[src/rtl/serial_adder.sv]
// serial_adder: multi-cycle adder/subtractor that adds SLICE bits per clock.
// Operands are captured on an in_valid/in_ready handshake. The block then
// spends N = WIDTH/SLICE cycles in RUN, one slice per cycle, and holds the
// result in DONE until out_valid/out_ready.
//
// Ports:
//   clk, rst            clock, synchronous active-high reset
//   in_valid/in_ready   operand handshake (a, b, cin, sub)
//   a, b                WIDTH-bit operands
//   cin                 carry-in (add mode only)
//   sub                 0 = a+b+cin, 1 = a-b
//   out_valid/out_ready result handshake
//   sum, cout, overflow result, carry out of MSB (1 = no borrow on sub),
//                       two's-complement overflow
module serial_adder #(
  parameter int WIDTH = 8,
  parameter int SLICE = 1
) (
  input  logic             clk,
  input  logic             rst,
  input  logic             in_valid,
  output logic             in_ready,
  input  logic [WIDTH-1:0] a,
  input  logic [WIDTH-1:0] b,
  input  logic             cin,
  input  logic             sub,
  output logic             out_valid,
  input  logic             out_ready,
  output logic [WIDTH-1:0] sum,
  output logic             cout,
  output logic             overflow
);

  localparam int N  = WIDTH / SLICE;
  localparam int CW = (N > 1) ? $clog2(N) : 1;

  if (WIDTH < 1 || WIDTH > 64 || SLICE < 1 || SLICE > WIDTH || (WIDTH % SLICE) != 0) begin : g_bad_param
    $error("serial_adder: illegal WIDTH/SLICE combination");
  end

  typedef enum logic [1:0] {IDLE, RUN, DONE} state_t;

  state_t            state, state_nxt;
  logic [WIDTH-1:0]  a_q, b_q;     // shift right one slice per RUN cycle
  logic [WIDTH-1:0]  acc, acc_nxt; // result slices enter at the top
  logic              carry;
  logic [CW-1:0]     cnt;
  logic [SLICE:0]    slice_add;
  logic              accept, last, msb_cin, ovf_nxt;

  assign in_ready  = (state == IDLE) && !rst;
  assign out_valid = (state == DONE);
  assign accept    = in_valid && in_ready;
  assign last      = (cnt == CW'(N - 1));

  // Current slice always sits in the low bits of the operand shift registers.
  assign slice_add = {1'b0, a_q[SLICE-1:0]} + {1'b0, b_q[SLICE-1:0]} + {{SLICE{1'b0}}, carry};

  if (SLICE == WIDTH) begin : g_acc_full
    assign acc_nxt = slice_add[SLICE-1:0];
  end else begin : g_acc_shift
    assign acc_nxt = {slice_add[SLICE-1:0], acc[WIDTH-1:SLICE]};
  end

  // On the last slice its top bit is the result MSB, so the carry into the
  // MSB falls out of the half-sum identity.
  assign msb_cin = a_q[SLICE-1] ^ b_q[SLICE-1] ^ slice_add[SLICE-1];
  assign ovf_nxt = msb_cin ^ slice_add[SLICE];

  always_ff @(posedge clk) begin
    if (rst) state <= IDLE;
    else     state <= state_nxt;
  end

  always_comb begin
    state_nxt = state;
    case (state)
      IDLE:    if (accept)    state_nxt = RUN;
      RUN:     if (last)      state_nxt = DONE;
      DONE:    if (out_ready) state_nxt = IDLE;
      default:                state_nxt = IDLE;
    endcase
  end

  always_ff @(posedge clk) begin
    if (rst) begin
      a_q      <= '0;
      b_q      <= '0;
      acc      <= '0;
      carry    <= 1'b0;
      cnt      <= '0;
      sum      <= '0;
      cout     <= 1'b0;
      overflow <= 1'b0;
    end else if (accept) begin
      // Subtract is a + ~b + 1: fold the inversion and the +1 in at capture.
      a_q   <= a;
      b_q   <= sub ? ~b : b;
      carry <= sub ? 1'b1 : cin;
      cnt   <= '0;
    end else if (state == RUN) begin
      a_q   <= a_q >> SLICE;
      b_q   <= b_q >> SLICE;
      acc   <= acc_nxt;
      carry <= slice_add[SLICE];
      cnt   <= cnt + CW'(1);
      // Outputs only change when a full result is ready, so they hold
      // their previous value throughout RUN and after the output handshake.
      if (last) begin
        sum      <= acc_nxt;
        cout     <= slice_add[SLICE];
        overflow <= ovf_nxt;
      end
    end
  end

endmodule

[config.mk]
export PLATFORM = sky130hd
export DESIGN_NAME = serial_adder
export DESIGN_NICKNAME = d
export VERILOG_FILES = /design/src/rtl/serial_adder.sv
export SDC_FILE = /design/constraint.sdc
export NUM_CORES = 1
export LEC_CHECK = 0
export CAP_MARGIN = 20
export CORE_AREA = 4 4 68 70
export CTS_BUF_LIST = sky130_fd_sc_hd__clkbuf_16
export DETAILED_ROUTE_END_ITERATION = 12
export DIE_AREA = 0 0 72 74
export DONT_BUFFER_PORTS = 1
export SETUP_SLACK_MARGIN = 0.15
export SLEW_MARGIN = 20
export SYNTH_ARGS = -nofsm -noshare
export SYNTH_HDL_FRONTEND = slang
export SYNTH_SLANG_ARGS = --single-unit
[constraint.sdc]
create_clock -name clk -period 2.2 [get_ports clk]
set_input_delay 0.44 -clock clk [delete_from_list [all_inputs] [get_ports clk]]
set_output_delay 0.44 -clock clk [all_outputs]
set_load 0.05 [all_outputs]
=== Yosys cells after proc, flatten, opt, wreduce, memory -nomap -nowiden ===
Index checks and enable logic that the tools add are counted.

* Add/sub/neg operators: 3
* Equal/unequal tests: 6
* Mux-type cells: 12
* Bitwise logic cells: 5
* Reductions and logical operators: 9

{| class="wikitable"
|+ Operator list
! kind !! number
|-
| $mux 8 || 5
|-
| $not 8->8 || 1
|-
| $mux 2 || 3
|-
| $pmux 2 s3 || 1
|-
| $reduce_and 3->1 || 2
|-
| $ne 2x2->1 const B || 2
|-
| $add 3x1->3 const B || 1
|-
| $eq 3x3->1 const B || 1
|-
| $mux 1 || 3
|-
| $xor 1x1->1 || 3
|-
| $add 1x1->2 || 1
|-
| $add 2x1->2 || 1
|-
| $eq 2x1->1 const B || 1
|-
| $eq 2x2->1 const B || 1
|-
| $logic_and 1x1->1 || 2
|-
| $logic_not 2->1 || 1
|-
| $ne 2x1->1 const B || 1
|-
| $reduce_and 2->1 || 1
|-
| $reduce_bool 2->1 || 1
|-
| $reduce_or 2->1 || 1
|-
| $logic_not 1->1 || 1
|-
| $not 1->1 || 1
|}

* Flip-flop bits (word level): 40
* Input port bits: 22
* Output and inout bits: 12
* Word-level logic and storage cells: 44

=== Longest topological paths before layout ===
Gate-level depths: netlist of the first run.

* Depth after elaboration: 5
* Depth in mapped cells: 6
* Mapped depth without buffers: 5

=== Worst setup path after synthesis of the first run ===
No wires, ideal clock.

* Path type: input -> output
* Start point: input rst
* End point: output in_ready
* Data arrival time: 1.881 ns
* Data required time: 1.760 ns
* Setup slack: -0.121 ns
* Cell stages on the path: 3
* Buffers on the path: 2
* Cells stage by stage: clkbuf_1 clkbuf_1 nor3_1

* Word-level cells in the longest chain between the ends: 2

{| class="wikitable"
|+ RTL lines
! what !! RTL line !! RTL
|-
| start: declaration || 20 || <nowiki>input logic rst,</nowiki>
|-
| $logic_not 1->1 || 51 || <nowiki>assign in_ready = (state == IDLE) && !rst;</nowiki>
|-
| $logic_and 1x1->1 || 51 ||
|-
| end: declaration || 22 || <nowiki>output logic in_ready,</nowiki>
|}

No other way between the ends.

=== Worst setup path after layout of the first run ===
* Start point: register state[0]
* End point: register carry

* Word-level cells in the longest chain between the ends: 4
* Elaborated cells between the ends (all ways): 6
* Classes of those cells: eq/ne (1); mux (1); reduce/logical (4)

{| class="wikitable"
|+ RTL lines
! what !! RTL line !! RTL
|-
| start: declaration || 43 || <nowiki>state_t state, state_nxt;</nowiki>
|-
| start signal: assignment || 72 || <nowiki>else state <= state_nxt;</nowiki>
|-
| $logic_not 2->1 || 51 ||
|-
| $logic_and 1x1->1 || 51 ||
|-
| $logic_and 1x1->1 || 53 || <nowiki>assign accept = in_valid && in_ready;</nowiki>
|-
| $mux 1 / $reduce_bool 2->1 (equally long branches) || n/a ||
|-
| end signal: assignment || 99 || <nowiki>carry <= sub ? 1'b1 : cin;</nowiki>
|-
| end signal: assignment || 105 || <nowiki>carry <= slice_add[SLICE];</nowiki>
|-
| end: declaration || 46 || <nowiki>logic carry;</nowiki>
|}

Several ways; a longest one is shown, not always the timed one.
A chain may end at the register's enable or synchronous reset.

==> results of run 1 <==
==> per-stage QoR <==
step	instances	util, %
after CTS	238	47.8
after detailed placement	231	44.4
final	238	47.8
after floorplan	193	-
after global placement	231	44.4
after global routing	238	47.8
==> placed cells by master, fill, tap and decap left out <==
| cell | instances |
|---|---|
| nand3b_1 | 1 |
| nor2b_2 | 1 |
| buf_4 | 5 |
| clkbuf_16 | 5 |
| dfxtp_1 | 39 |
| nand2b_1 | 2 |
| nand3_1 | 7 |
| nand2_1 | 40 |
| nor2_1 | 10 |
| a211oi_2 | 7 |
| a21oi_1 | 24 |
| and3b_1 | 1 |
| xnor2_1 | 4 |
| or4b_4 | 1 |
| a211oi_1 | 1 |
| a22oi_1 | 5 |
| nor3_2 | 1 |
| nor4b_2 | 1 |
| a311oi_2 | 3 |
| inv_1 | 1 |
| xor2_1 | 8 |
| nor3_1 | 5 |
| mux2i_1 | 10 |
| nor2b_1 | 1 |
| ha_1 | 2 |
| fa_1 | 1 |
| clkinv_1 | 1 |
| clkinv_2 | 1 |
==> routing by layer <==
metal  GRT usage (%)  routed length (um)  share of wire (%)
met1            16.4                1560                 45
met2            22.4                1620                 47
met3            4.46                 184                5.4
met4            6.89                  69                2.0
met5               0                   0                  0
==> final cells by class <==
class,count,area [sq um]
Inverter,1,3.75
Tap cell,50,62.6
Clock buffer,5,125
Clock inverter,2,8.76
Fill cell,373,2070
Sequential cell,39,781
Multi-Input combinational cell,136,878
Timing Repair Buffer,5,37.5
==> kinds of logic after synthesis <==
kind of cell / after synthesis / synth area share (%)
multiplexers: 10 / 5.69
adder cells (fa/ha/maj): 3 / 2.56
AND/OR/NAND/NOR: 71 / 18.3
XOR/XNOR: 12 / 5.97
flip-flops: 39 / 44.4
AO/OA/AOI/OAI: 40 / 16.9
buffers and inverters: 18 / 6.12
==> worst max-delay path, stage by stage, from the launching register on <==
cell and delay (ns):
dfxtp_1 0.40, or4b_4 0.76, nor3_1 0.29, a311oi_2 0.08
==> final timing paths <==
check / from / end / slack, ns / cells past startpoint
worst min-delay path: rst / a_q[1] / 0.24 / 1
worst max-delay path: state[0] / carry / 0.52 / 3
worst max register to register: state[0] / carry / 0.52 / 3
worst min register to register: acc[1] / sum[0] / 0.45 / 2
==> power breakdown <==
part           total, W  switching [W]  internal [W]
sequential     0.000752      0.0000188      0.000733
combinational  0.000132      0.0000696     0.0000621
clock          0.000651       0.000245      0.000406
total           0.00153       0.000333       0.00120
==> sequential cells by signal, summed over array words and instances, names as in the netlist <==
| signal | flops |
|---|---|
| cnt | 3 |
| a_q | 8 |
| overflow | 1 |
| cout | 1 |
| carry | 1 |
| b_q | 8 |
| state | 2 |
| acc | 7 |
| sum | 8 |
==> metrics, run 1 <==
DP HPWL=2.35 mm; worst relative slew slack=62.2%; ys flop type=dfxtp_1; postcts setup bufs=0; mean routed wirelength per cell=about 14 um; Fin Clk Skew=0.00150 ns; top post-synthesis cells by area=dfxtp_1 44%, nand2_1 8.5%, a21oi_1 6.8%, mux2i_1 5.7%, a211oi_2 5.0%; crit-path max FO=27; Die Ht=around 74 um; Placer Congestion=a little over 0.7; Starting Density=around 44%; clock transition time at the flip-flop clock pins of the worst setup and hold paths=approximately 0.05 ns; Residual DRC=0; synthesis-to-layout area growth=7.82%; final period utilization=between 70% and 80%; Max VDD drop=~0.44 mV; IO Port Bufs=0; pin count of the biggest net entering global routing=43; CTS tree=built; CP arrival=1.81 ns; Hold Crit Class=in2reg; synth warn=0; FFs w/ async S/R, synth=0%; Final min period=1.68 ns; nature of the critical path startpoint=register; Pins Over Slew Limit=0; post-CTS sizing=0; Slew @ Worst Pin=roughly 0.57 ns; cell with the most instances after synthesis=nand2_1; Req. time, crit path=2.33 ns; Post-synth EDFFs=0; critical path type=reg2reg; status=completed; clk buf depth=2; mapped cell area=between 0.0015 and 0.002 sq mm; Clock H-tree levels=2; fmax=around 590 MHz; Global Route Usage Sum=13.8%; Final Hold Vio Count=0; 1st-iter DRT viols=roughly 70; Total Routed Length=3.44 mm; GRT Residual Overflow=0; share of the synthesized area in the top cell type=between 40 and 50%; first-pass GRT wire length=around 5.6 mm; DR pass1 iterations=4; vias per cell=~5.4; vias in the first global route=around 1200; Design Area, Final=~0.0019 sq mm; root buf cell=clkbuf_16; most area-hungry cell type in the Yosys netlist=dfxtp_1; FF+latch count, synth=39; cts bufs inserted=5; initial antenna violation count=0; leak pwr=0.657 nW; Synth Area per Inst=around 9 sq um; Tot Pwr=between 0.0015 and 0.002 W; share of cells above drive strength 1=13.3%; Final ANT Viol Nets=0; post-synthesis net count=about 220; CTS Hold Bufs=0; final setup TNS=0 ns; Hold Slack=0.236 ns; Placed Area=approximately 0.0018 sq mm; Placement Setup Slack=between 0.5 and 0.6 ns; core box area=roughly 0.004 sq mm; sequential fraction of the synthesis area=44.4%; Worst-Skew Late Latency=between 0.2 and 0.3 ns; row count=23; die width=72 um; # nets final=between 200 and 250; final setup fails=0; Synth Instances=about 190; Power Density=809 mW/mm^2; Diodes inserted=0; number of max-cap violations=0; worst setup margin=between 0.5 and 0.6 ns; CP Capture Type=register; full die area=0.00533 sq mm; Yosys cell types=27; most frequent cells after synthesis=40 x nand2_1, 39 x dfxtp_1, 24 x a21oi_1; clock sink count=39; vias post-DR=roughly 1300; number of I/O pins=34; RSZ-0062 raised after global routing=no
Power figures use the tool's default switching activity.
==> run 2: changes to the inputs <==
--- a/config.mk
+++ b/config.mk
@@ -5,11 +5,12 @@
 export SDC_FILE = /design/constraint.sdc
 export NUM_CORES = 1
 export LEC_CHECK = 0
+export ABC_AREA = 1
 export CAP_MARGIN = 20
-export CORE_AREA = 4 4 68 70
+export CORE_AREA = 4 4 71 73
 export CTS_BUF_LIST = sky130_fd_sc_hd__clkbuf_16
 export DETAILED_ROUTE_END_ITERATION = 12
-export DIE_AREA = 0 0 72 74
+export DIE_AREA = 0 0 75 77
 export DONT_BUFFER_PORTS = 1
 export SETUP_SLACK_MARGIN = 0.15
 export SLEW_MARGIN = 20
==> constraint.sdc (replaced) <==
create_clock -name clk -period 1.5 [get_ports clk]
set_input_delay 0.3 -clock clk [delete_from_list [all_inputs] [get_ports clk]]
set_output_delay 0.3 -clock clk [all_outputs]
set_load 0.05 [all_outputs]
==> run 2 against run 1 <==
Clock power up 110%. Total power up 84%. Combinational power up 150%. Critical path type unchanged.
==> metrics, run 2 <==
Placed Area=0.00201 sq mm (was 0.00176 sq mm); Slew @ Worst Pin=0.533 ns (was 0.567 ns); most frequent cells in the layout=79 x nand2_1, 34 x dfxtp_1, 32 x nor2_1 (was 40 x nand2_1, 39 x dfxtp_1, 24 x a21oi_1); fin cells=350 (was 238); Diodes inserted=0 (unchanged); root buf cell=clkbuf_16 (unchanged); worst setup margin=0.126 ns (was 0.517 ns); IO Port Bufs=0 (unchanged); final period utilization=91.6% (was 76.5%); setup slack, reg-to-reg=0.13 ns (was 0.52 ns); CTS Hold Bufs=0 (unchanged); critical path type=reg2reg (unchanged); Placement Setup Slack=0.0513 ns (was 0.544 ns); nature of the critical path startpoint=register (unchanged); first-pass GRT wire length=7.38 mm (was 5.59 mm); mapped cell area=0.00192 sq mm (was 0.00176 sq mm); number of I/O pins=34 (unchanged); Worst-Skew Late Latency=0.28 ns (was 0.27 ns); vias in the first global route=1555 (was 1235); Hold Startpoint=rst (unchanged); CP max stage cell=fa_2 (was or4b_4); fmax=728 MHz (was 594 MHz); Global Route Usage Sum=16.2% (was 13.8%); Worst Path Buf+Inv=1 (was 0); Post-synth EDFFs=0 (unchanged); Synth Area per Inst=6.81 sq um (was 9.11 sq um); Crit path top cell by count=nand2_1; crit-path max FO=4 (was 27); Residual DRC=0 (unchanged); RSZ-0062 raised after global routing=yes (was no); Fin Clk Skew=0.00539 ns (was 0.00150 ns); Hold Path Stages=1 (unchanged); clk buf depth=2 (unchanged); Final ANT Viol Nets=0 (unchanged); Yosys cell types=26 (was 27); max incr delay on CP=0.62 ns (was 0.76 ns); row count=24 (was 23); Starting Density=44.1% (was 44.3%); final setup fails=0 (unchanged); share of the synthesized area in the top cell type=40.7% (was 44.4%); most frequent cells after synthesis=80 x nand2_1, 39 x dfxtp_1, 35 x nor2_1 (was 40 x nand2_1, 39 x dfxtp_1, 24 x a21oi_1); Final Hold Vio Count=0 (unchanged); leak pwr=1.13 nW (was 0.657 nW); share of cells above drive strength 1=17.4% (was 13.3%); WHS Endpoint=carry (was a_q[1]); clock transition time at the flip-flop clock pins of the worst setup and hold paths=0.06 ns (was 0.05 ns); commonest non-fill, non-tap cell in the layout=nand2_1 (unchanged); number of max-cap violations=0 (unchanged); DP HPWL=2.90 mm (was 2.35 mm); Clock H-tree levels=2 (unchanged); FF+latch count, synth=39 (unchanged); status=completed (unchanged); r2r worst-path depth=6 (was 3); top post-synthesis cells by area=dfxtp_1 41%, nand2_1 16%, nand3_1 7.3%, nor2_1 6.8%, a21oi_1 4.7% (was dfxtp_1 44%, nand2_1 8.5%, a21oi_1 6.8%, mux2i_1 5.7%, a211oi_2 5.0%); post-synthesis net count=307 (was 218); CP arrival=1.61 ns (was 1.81 ns); ys flop type=dfxtp_1 (unchanged); sequential fraction of the synthesis area=40.7% (was 44.4%); cts bufs inserted=5 (unchanged); CTS tree=built (unchanged); # nets final=322 (was 213); worst flop-to-flop path startpoint=carry (was state[0]); vias post-DR=1792 (was 1284); r2r endpoint=overflow (was carry); crit-path leading delay family=adder cells (was simple AND/OR/NAND/NOR gates); mean routed wirelength per cell=12.9 um (was 14.4 um); worst relative slew slack=64.4% (was 62.2%); pin count of the biggest net entering global routing=23 (was 43); clock sink count=39 (unchanged); Max VDD drop=0.640 mV (was 0.438 mV); Synth Instances=282 (was 193); Power Density=1200 mW/mm^2 (was 809 mW/mm^2); GRT Residual Overflow=0 (unchanged); most area-hungry cell type in the Yosys netlist=dfxtp_1 (unchanged); CP Capture Type=register (unchanged); cell with the most instances after synthesis=nand2_1 (unchanged); Design Area, Final=0.00234 sq mm (was 0.00190 sq mm); Total Routed Length=4.51 mm (was 3.44 mm); initial antenna violation count=0 (unchanged); FFs w/ async S/R, synth=0% (unchanged); 1st-iter DRT viols=171 (was 69); final setup TNS=0 ns (unchanged); synth warn=0 (unchanged); DR pass1 iterations=4 (unchanged); Hold Crit Class=in2reg (unchanged); Pins Over Slew Limit=0 (unchanged); synthesis-to-layout area growth=22.0% (was 7.82%); die width=75 um (was 72 um); Placer Congestion=0.751 (was 0.709); Top Registers=a_q: 8 flops, b_q: 8 flops, sum: 8 flops (unchanged); Die Ht=77 um (was 74 um); crit-path cells=fa_2 > xor2_1 > nand2_1 > nand3_1 > nand2_1 > inv_1 (was or4b_4 > nor3_1 > a311oi_2); Req. time, crit path=1.73 ns (was 2.33 ns); Fill cells=435 (was 373); Final min period=1.37 ns (was 1.68 ns); full die area=0.00578 sq mm (was 0.00533 sq mm); vias per cell=5.12 (was 5.39); Inst Count DP=333 (was 231); core box area=0.00435 sq mm (was 0.00397 sq mm)
==> run 2: per-stage QoR <==
step	hold slack, ns	utilization [%]	power (W)
floorplan	0.447	-	0.00139
global placement	0.374	46.1	0.00143
detailed placement	0.377	46.1	0.00144
CTS	0.0785	51.2	0.00282
global route	0.0821	53.8	0.00293
finish	0.0862	53.8	0.00282
==> run 2: worst max path at each step <==
stage	from	cells after the start	slack, ns	end
after floorplan	a_q[0]	6	0.15	overflow
after global placement	cnt[0]	7	0.10	sum[6]
after detailed placement	cnt[0]	7	0.05	sum[6]
after CTS	carry	6	0.12	overflow
after global routing	carry	6	0.06	overflow
final	carry	6	0.13	overflow
==> run 2: timing repair <==
action,CTS,global route
pin swaps,2,5
gates cloned,0,2
endpoints found under the setup margin,13,24
resized for setup,7,23
buffers inserted,2,5
==> run 2: layout make-up <==
| class | instances | area [sq um] | area share [%] |
|---|---|---|---|
| clock buffers | 5 | 125 | 5.34 |
| inverters | 27 | 114 | 4.86 |
| flip-flops and latches | 39 | 790 | 33.7 |
| well taps | 52 | 65.1 | 2.78 |
| clock inverters | 3 | 67.6 | 2.88 |
| repair buffers | 23 | 191 | 8.17 |
| repair inverters | 1 | 5.00 | 0.214 |
| multi-input cells | 200 | 985 | 42.0 |
==> run 2: kinds of logic (layout without fill, tap and decap cells) <==
family | count (synthesis) | after routing | synth area share (%)
simple gates | 155 | 155 | 34.5
compound gates | 36 | 36 | 9.51
buf+inv | 43 | 59 | 10.3
xor+xnor | 6 | 6 | 2.74
flops | 39 | 39 | 40.7
fa+ha+maj | 3 | 3 | 2.35
==> run 2: worst register-to-register path: stages (launching register included) <==
cell and delay, ns:
dfxtp_2 0.33, fa_2 0.62, xor2_1 0.16, nand2_1 0.07, nand3_1 0.07, nand2_1 0.05
inv_1 0.04
==> run 2: where the power goes <==
| group | switching (W) | internal [W] |
|---|---|---|
| logic | 0.000185 | 0.000144 |
| clock network | 0.000416 | 0.000952 |
| registers | 0.0000334 | 0.00109 |
==> run 2: metal layers <==
metal	vias to the layer above	GRT usage (%)	wire (um)
met5	-	0	0
met4	0	6.41	80
met3	8	4.05	231
met2	36	24.5	2100
met1	822	21.8	2100
li1	926	-	-
==> run 3: changes to the inputs <==
--- a/config.mk
+++ b/config.mk
@@ -5,12 +5,11 @@
 export SDC_FILE = /design/constraint.sdc
 export NUM_CORES = 1
 export LEC_CHECK = 0
-export ABC_AREA = 1
 export CAP_MARGIN = 20
-export CORE_AREA = 4 4 71 73
+export CORE_AREA = 4 4 68 70
 export CTS_BUF_LIST = sky130_fd_sc_hd__clkbuf_16
 export DETAILED_ROUTE_END_ITERATION = 12
-export DIE_AREA = 0 0 75 77
+export DIE_AREA = 0 0 72 74
 export DONT_BUFFER_PORTS = 1
 export SETUP_SLACK_MARGIN = 0.15
 export SLEW_MARGIN = 20
==> constraint.sdc (replaced) <==
create_clock -name clk -period 1.3 [get_ports clk]
set_input_delay 0.26 -clock clk [delete_from_list [all_inputs] [get_ports clk]]
set_output_delay 0.26 -clock clk [all_outputs]
set_load 0.05 [all_outputs]
==> run 3 against run 2 <==
The run now ends with negative setup slack left. Clock-buffer cell count stayed put. Sequential share of layout area is 3.3 points lower. Maximum frequency is 5.4% lower. Cell area is 11% higher. Critical path depth is 3 lower. Clock skew is 0.0011 ns higher.
==> metrics, run 3 (synthesis gave the netlist of run 1 again) <==
status=complete, but fails checks (was completed); failing checks=negative setup slack; Final Hold Vio Count=0 (unchanged); vias post-DR=1444 (was 1792); row count=23 (was 24); crit-path leading delay family=simple AND/OR/NAND/NOR gates (was adder cells); 1st-iter DRT viols=68 (was 171); share of cells above drive strength 1=50.5% (was 17.4%); r2r worst-path depth=3 (was 6); worst flop-to-flop path startpoint=state[0] (was carry); CTS tree=built (unchanged); Diodes inserted=0 (unchanged); clock sink count=39 (unchanged); crit-path cells=or4b_4 > buf_12 > a311oi_2 (was fa_2 > xor2_1 > nand2_1 > nand3_1 > nand2_1 > inv_1); Hold Crit Class=in2reg (unchanged); Worst-Skew Late Latency=0.28 ns (about the same); Switching Share=23.6% (was 22.5%); Final ANT Viol Nets=0 (unchanged); Design Area, Final=0.00261 sq mm (was 0.00234 sq mm); cts bufs inserted=5 (unchanged); clock transition time at the flip-flop clock pins of the worst setup and hold paths=0.06 ns (about the same); die width=72 um (was 75 um); Req. time, crit path=1.49 ns (was 1.73 ns); CP arrival=1.64 ns (was 1.61 ns); IO Port Bufs=0 (unchanged); Die Ht=74 um (was 77 um); max incr delay on CP=0.64 ns (was 0.62 ns); final period utilization=112% (was 91.6%); critical path type=reg2reg (unchanged); Hold Path Stages=1 (unchanged); Residual DRC=0 (unchanged); worst setup margin=-0.152 ns (was 0.126 ns); RSZ-0062 raised after global routing=yes (unchanged); initial antenna violation count=0 (unchanged); full die area=0.00533 sq mm (was 0.00578 sq mm); CP max stage cell=or4b_4 (was fa_2); number of I/O pins=34 (unchanged); clock group share of total power=41.4% (was 48.5%); Total Routed Length=4.11 mm (was 4.51 mm); Max VDD drop=0.816 mV (was 0.640 mV); DR pass1 iterations=4 (unchanged); crit-path max FO=7 (was 4); Power Density=1080 mW/mm^2 (was 1200 mW/mm^2); Placed Area=0.00209 sq mm (was 0.00201 sq mm); commonest non-fill, non-tap cell in the layout=nand2_1 (unchanged); r2r endpoint=b_q[1] (was overflow); clk buf depth=2 (unchanged); DP HPWL=2.52 mm (was 2.90 mm); most frequent cells in the layout=29 x nand2_1, 28 x dfxtp_1, 16 x buf_4 (was 79 x nand2_1, 34 x dfxtp_1, 32 x nor2_1); root buf cell=clkbuf_16 (unchanged); Top Registers=a_q: 8 flops, b_q: 8 flops, sum: 8 flops (unchanged); cell-internal power=0.00215 W (was 0.00218 W); Hold Startpoint=rst (unchanged); Clock H-tree levels=2 (unchanged); fmax=688 MHz (was 728 MHz); Slew @ Worst Pin=0.318 ns (was 0.533 ns); vias in the first global route=1510 (was 1555); Tot Pwr=0.00282 W (about the same); Starting Density=44.3% (was 44.1%); number of max-cap violations=0 (unchanged); Pins Over Slew Limit=0 (unchanged); Combinational Power Share=13.5% (was 11.7%); synthesis-to-layout area growth=48.4% (was 22.0%); nature of the critical path startpoint=register (unchanged); fin util=65.8% (was 53.8%); Global Route Usage Sum=16.3% (was 16.2%); Fin Clk Skew=0.00649 ns (was 0.00539 ns); final setup fails=29 (was 0); leak pwr=0.905 nW (was 1.13 nW); GRT Residual Overflow=0 (unchanged); sequential share of power=45.2% (was 39.8%); vias per cell=5.31 (was 5.12); CTS Hold Bufs=0 (unchanged); core box area=0.00397 sq mm (was 0.00435 sq mm); setup slack, reg-to-reg=-0.15 ns (was 0.13 ns); # nets final=246 (was 322); WHS Endpoint=state[1] (was carry); mean routed wirelength per cell=15.1 um (was 12.9 um); Worst Path Buf+Inv=1 (unchanged); Final min period=1.45 ns (was 1.37 ns); P_sw=0.000665 W (was 0.000635 W); Hold Slack=0.0367 ns (was 0.0862 ns); first-pass GRT wire length=6.72 mm (was 7.38 mm); worst relative slew slack=78.8% (was 64.4%); CP Capture Type=register (unchanged); pin count of the biggest net entering global routing=44 (was 23); Placer Congestion=0.733 (was 0.751)
## run 3: final cells by class
cell class                      count  area [sq um]
Multi-Input combinational cell    137          1150
Sequential cell                    39           795
Tap cell                           50          62.6
Inverter                            1          3.75
Clock inverter                      3          20.0
Timing Repair Buffer               37           450
Clock buffer                        5           125
Fill cell                         300          1360
## run 3: how the worst max path moves through the flow
stage / depth (start not counted) / slack, ns / from / endpoint
floorplan: 6 / -0.18 / state[1] / a_q[1]
global placement: 3 / -0.13 / state[1] / carry
detailed placement: 3 / -0.19 / state[1] / carry
CTS: 4 / -0.10 / b_q[0] / overflow
global route: 4 / -0.20 / carry / overflow
finish: 3 / -0.15 / state[0] / b_q[1]
## run 3: timing repair
action,in CTS,in global routing
setup endpoints to repair,45,41
gates cloned,3,0
setup buffers,9,2
endpoints found under the hold margin,0,0
resized for setup,45,20
pin swaps,21,7
## run 3: layer usage
layer  GRT usage (%)  share of wire [%]
met5               0                  0
met4            5.85               0.92
met3            5.27                4.8
met2            28.2                 50
met1            19.0                 44
## run 3: power by group through the flow
stage               clock network (W)  registers (W)  logic (W)
finish                        0.00117        0.00127   0.000380
global route                  0.00124        0.00128   0.000412
CTS                           0.00120        0.00127   0.000360
detailed placement                  0        0.00130   0.000312
global placement                    0        0.00129   0.000300
floorplan                           0        0.00129   0.000263
## run 3: per-stage QoR
step	setup slack (ns)	setup TNS (ns)	std cells
CTS	-0.103	-1.43	270
finish	-0.152	-2.21	272
global route	-0.198	-3.89	272
floorplan	-0.183	-2.93	193
detailed placement	-0.191	-2.22	250
global placement	-0.126	-1.54	250
